**config.mk**
```make
export PLATFORM = sky130hd
export DESIGN_NAME = regfile_np
export DESIGN_NICKNAME = d
export VERILOG_FILES = /design/src/rtl/regfile_np.sv
export SDC_FILE = /design/constraint.sdc
export NUM_CORES = 2
export LEC_CHECK = 0
export BUFFER_PORTS_ARGS = -buffer_cell sky130_fd_sc_hd__buf_4
export CAP_MARGIN = 15
export CORE_MARGIN = 2
export CORE_UTILIZATION = 35
export CTS_CLUSTER_DIAMETER = 200
export DETAILED_ROUTE_END_ITERATION = 8
export GPL_ROUTABILITY_DRIVEN = 0
export GPL_TIMING_DRIVEN = 0
export PLACE_DENSITY = 0.51
export REMOVE_ABC_BUFFERS = 1
export SYNTH_ARGS = -nofsm -noshare
export SYNTH_HDL_FRONTEND = slang
export SYNTH_SLANG_ARGS = --single-unit
```
**constraint.sdc**
```tcl
create_clock -name clk -period 10.4 [get_ports clk]
set_input_delay 3.12 -clock clk [delete_from_list [all_inputs] [get_ports clk]]
set_output_delay 3.12 -clock clk [all_outputs]
set_load 0.02 [all_outputs]
```
**src/rtl/regfile_np.sv**
```systemverilog
// ---------------------------------------------------------------------------
// regfile_np -- parametrised integer register file for the rv32 pipeline.
//
// NRD registered read ports and one write port, all on the rising edge of clk.
// Features: write-first bypass into the read ports, optional hardwired zero
// register, per-port read enables, synchronous clear, and a per-register
// pending-write (busy) scoreboard used by decode for RAW hazard detection.
//
// Parameters:
//   XLEN     register data width
//   NREGS    number of registers (power of two, >= 2)
//   AW       address width, derived from NREGS (do not override)
//   NRD      number of read ports (1..4)
//   ZERO_REG 1: register 0 reads 0, ignores writes, never busy
//
// Ports (read port i occupies [i*AW +: AW] / [i*XLEN +: XLEN]):
//   clk        clock, all state changes on the rising edge
//   rst        synchronous active-high reset; clears array, scoreboard, outputs
//   rd_en      per-port read enable; a disabled port holds its outputs
//   rd_addr    read addresses
//   rd_data    registered read data
//   rd_busy    registered: addressed register has a write pending
//   wen        writeback enable
//   addrW      writeback address
//   dataW      writeback data
//   issue_en   mark issue_addr as pending-write
//   issue_addr destination register of the issuing instruction
//   flush      clear every busy bit
// ---------------------------------------------------------------------------
module regfile_np #(
    parameter int XLEN     = 32,
    parameter int NREGS    = 32,
    parameter int AW       = $clog2(NREGS),
    parameter int NRD      = 2,
    parameter int ZERO_REG = 1
) (
    input  logic                clk,
    input  logic                rst,
    input  logic [NRD-1:0]      rd_en,
    input  logic [NRD*AW-1:0]   rd_addr,
    output logic [NRD*XLEN-1:0] rd_data,
    output logic [NRD-1:0]      rd_busy,
    input  logic                wen,
    input  logic [AW-1:0]       addrW,
    input  logic [XLEN-1:0]     dataW,
    input  logic                issue_en,
    input  logic [AW-1:0]       issue_addr,
    input  logic                flush
);

    localparam bit HAS_ZERO = (ZERO_REG != 0);

    logic [XLEN-1:0]  regs [NREGS];
    logic [NREGS-1:0] busy_q;
    logic [NREGS-1:0] busy_next;
    logic             wr_ok;

    // A write to the hardwired zero register is silently dropped.
    assign wr_ok = wen && !(HAS_ZERO && (addrW == '0));

    // -----------------------------------------------------------------------
    // Scoreboard next state. Priority: flush > issue set > writeback clear.
    // Issue wins over a same-cycle writeback because the newer instruction
    // now owns the destination register.
    // -----------------------------------------------------------------------
    always_comb begin
        // NOTE: default assignment first so every path drives busy_next and
        // no latch is inferred.
        busy_next = busy_q;
        for (int r = 0; r < NREGS; r++) begin
            if (flush) begin
                busy_next[r] = 1'b0;
            end else if (issue_en && (issue_addr == AW'(r))) begin
                busy_next[r] = 1'b1;
            end else if (wen && (addrW == AW'(r))) begin
                busy_next[r] = 1'b0;
            end
        end
        if (HAS_ZERO) begin
            busy_next[0] = 1'b0;
        end
    end

    always_ff @(posedge clk) begin
        // NOTE: sequential state uses non-blocking assignments so every
        // flop samples pre-edge values regardless of block ordering.
        if (rst) begin
            busy_q <= '0;
        end else begin
            busy_q <= busy_next;
        end
    end

    // -----------------------------------------------------------------------
    // Register array. Contents must read zero after reset, so the storage is
    // a flop array with a synchronous clear rather than an inferred RAM.
    // -----------------------------------------------------------------------
    always_ff @(posedge clk) begin
        if (rst) begin
            // NOTE: resetting the whole array is deliberate -- no partial
            // state may survive a reset -- and rules out RAM mapping.
            for (int r = 0; r < NREGS; r++) begin
                regs[r] <= '0;
            end
        end else if (wr_ok) begin
            regs[addrW] <= dataW;
        end
    end

    // -----------------------------------------------------------------------
    // Read ports: each port is fully independent. The read value is chosen
    // combinationally from the zero rule, the write-first bypass, and the
    // array, then registered; outputs therefore never depend combinationally
    // on any input.
    // -----------------------------------------------------------------------
    for (genvar i = 0; i < NRD; i++) begin : g_rd
        logic [AW-1:0]   ra;
        logic [XLEN-1:0] rd_next;
        logic [XLEN-1:0] rd_data_q;
        logic            rd_busy_q;

        assign ra = rd_addr[i*AW +: AW];

        always_comb begin
            rd_next = regs[ra];
            if (HAS_ZERO && (ra == '0)) begin
                rd_next = '0;
            end else if (wen && (addrW == ra)) begin
                rd_next = dataW;
            end
        end

        always_ff @(posedge clk) begin
            if (rst) begin
                rd_data_q <= '0;
                rd_busy_q <= 1'b0;
            end else if (rd_en[i]) begin
                rd_data_q <= rd_next;
                // Reflects this edge's own issue / writeback / flush.
                rd_busy_q <= busy_next[ra];
            end
        end

        assign rd_data[i*XLEN +: XLEN] = rd_data_q;
        assign rd_busy[i]              = rd_busy_q;
    end

endmodule

```
==> impl_metrics.tcl <==
set metrics [dict create \
    num_rows 150 \
    cts_setup_buffers 0 \
    drcViolationCount 0 \
    worst_pin_slew_ns 1.29 \
    grt_max_degree 93 \
    path_clk_slew_ns 0.06 \
    period_share_pct 63.9 \
    htree_levels 4 \
    nets 3940 \
    crit_path_start_kind "input pin" \
    hold_viol 0 \
    ctsHoldBuffers 0 \
    dieArea_um2 172000 \
    required_ns 11.03 \
    cts_root_buf "clkbuf_16" \
    drt-initial-drc-count 4454 \
    synthesis.area_um2 59000 \
    seq_area_frac_synth_pct 55.4 \
    viasPerCell 5.86 \
    setup_viol 0 \
    post_synth.cell_area_avg_um2 15.3 \
    peakVddDrop_mv 0.103 \
    port_buffers 124 \
    ys_seq_elements 1121 \
    first_pass_iters 6 \
    dp.cells 5952 \
    grt_pass1_vias 36200 \
    hold_path.class "reg -> reg" \
    post-dp-hpwl_um 131000 \
    endpoint_kind "register" \
    rsz0062_at_grt "false" \
    wl_um 213000 \
    finalClockSkew_ns 0.0206 \
    antenna_left 0 \
    synth-edff-count 1024 \
    wire_per_inst_um 34.2 \
    numCtsBuffers 131 \
    total_power_w 0.0111 \
    finalSetupTns_ns 0 \
    cts_tree "yes" \
    p_per_area_nw_per_um2 163 \
    grt_pass1_wl_um 295000 \
    clockBufferDepth 3 \
    yosysUniqueCellTypes 69 \
    crit_fanout 77 \
    stdcell_count 6207 \
    die_w_um 415 \
    fp.coreArea_um2 167000 \
    p_leak_nw 23.2 \
    insertion_delay_ns 0.79 \
    start_util_pct 35.3 \
    drive_gt1_share_pct 29.3 \
    synth_async_sr_flop_share_pct 0 \
    fin_crit_ns 6.65 \
    fmax_mhz 150 \
    area_growth_pct 15.8 \
    num_io_pins 125 \
    vias 36400 \
    slew_violations 0 \
    slew_headroom_pct 12.6 \
    maxCapViolCount 0 \
    ctsResizeCount 0 \
    status "finished, final reports clean" \
    dieHeight_um 415 \
    syn_inst 3865 \
    yosysWarnings 0 \
    cts_sinks 1121 \
    critPathKind "in -> reg" \
    grt_use_total_pct 24.6 \
    grt.overflow.total 0 \
    cp.arrival_ns 7.28 \
    antenna_found_initial 24 \
    synth_flop_cell "edfxtp_1" \
]
-- critical path: stages --
cell	delay (ns)
buf_8	0.38
buf_16	0.40
buf_16	0.49
xor2_1	0.18
nor4_1	0.49
nand3_4	0.74
buf_12	0.48
o21ai_0	0.67
o21ai_1	0.10
-- sequential cells by signal, indices dropped and copies added (netlist names) --
| signal | cells |
|---|---|
| g_rd.rd_busy_q | 2 |
| regs | 1024 |
| g_rd.rd_data_q | 64 |
| busy_q | 31 |
-- worst paths after layout --
| check | from | to | slack, ns | depth (start not counted) |
|---|---|---|---|---|
| max reg2reg | regs[15][10]$_SDFFCE_PN0P_ | g_rd[0].rd_data_q[10]$_SDFFE_PP0P_ | 8.25 | 6 |
| min reg2reg | g_rd[0].rd_data_q[2]$_SDFFE_PP0P_ | g_rd[0].rd_data_q[2]$_SDFFE_PP0P_ | 0.45 | 2 |
| max | rd_addr[5] | g_rd[1].rd_data_q[10]$_SDFFE_PP0P_ | 3.75 | 9 |
| min | g_rd[0].rd_data_q[2]$_SDFFE_PP0P_ | g_rd[0].rd_data_q[2]$_SDFFE_PP0P_ | 0.45 | 2 |
-- cells by family after synthesis --
family          share of synthesized area [%]
flops                                    55.4
compound gates                           2.62
xor+xnor                                0.178
buf+inv                                  3.15
simple gates                             13.5
other cells                           0.00636
mux                                      25.1
-- layout by cell type, fill, tap and decap left out, types with 6 or more instances in the layout --
master     Yosys  routed
clkinv_2       0      20
and2_1       996     996
buf_6         22      47
nand2b_1       7       7
a21oi_1       36      36
buf_4         11     122
nor3_2         0      12
or2_4          0      27
nand4_1        6       6
diode_2        0      12
inv_6          0      11
clkbuf_16      0     133
nand2_1      202     202
nor2_1        36      15
nand3_1       38      36
clkbuf_1     314      38
clkbuf_8       0      12
dfxtp_1       97      97
o21ai_1      106     106
o211ai_1      10      10
edfxtp_1    1024    1024
nor2_4         0      21
a211oi_1       7       7
buf_16         0      58
mux4_2       640     640
clkinv_1       0      22
xor2_1         8       8
mux2i_1       40      40
nor2b_1        7       7
buf_12         0      29
o21ai_0       42      41
conb_1         1      32
buf_8          0      15
-- synthesized netlist by cell type, types with 22 or more instances --
cell type	number	area, um2
buf_2	51	255
mux4_2	640	14400
mux2i_1	40	400
edfxtp_1	1024	30700
a21oi_1	36	180
o21ai_0	42	210
clkbuf_1	314	1180
o21ai_1	106	531
nand3_1	38	190
nor2_1	36	135
and2_1	996	6230
buf_6	22	248
nand2_1	202	758
dfxtp_1	97	1940
or2_2	28	175
-- area by class of cell --
cell class                      count  area [um2]
Antenna cell                       12        30.0
Clock buffer                      183        3640
Clock inverter                     60         394
Fill cell                       14900       98900
Inverter                            4        17.5
Multi-Input combinational cell   2352       24900
Sequential cell                  1121       32700
Tap cell                         2204        2760
Timing Repair Buffer              271        3850
-- stage by stage --
| step | worst slack (ns) | hold slack [ns] | cell area [um2] | util (%) |
|---|---|---|---|---|
| global placement | -4.32 | 0.437 | 61000 | 36.5 |
| finish | 3.75 | 0.448 | 68300 | 40.9 |
| floorplan | 4.54 | 0.459 | 57300 | - |
| CTS | 3.72 | 0.450 | 68300 | 40.8 |
| global route | 3.55 | 0.466 | 68300 | 40.8 |
| detailed placement | 2.88 | 0.442 | 64300 | 38.4 |
-- power by group --
group	switching [W]	total, W	internal [W]
clock network	0.00195	0.00445	0.00250
registers	0.000117	0.00528	0.00517
logic	0.000767	0.00140	0.000631
-- routing by layer --
layer / track usage [%] / up-vias / part of all wire [%]
met4: 7.10 / 4 / 2.6
met5: 0 / - / 0.012
li1: - / 14900 / -
met1: 35.1 / 19600 / 43
met3: 3.85 / 309 / 7.1
met2: 38.8 / 1583 / 47
No activity file was read; power rests on OpenSTA's default activity.
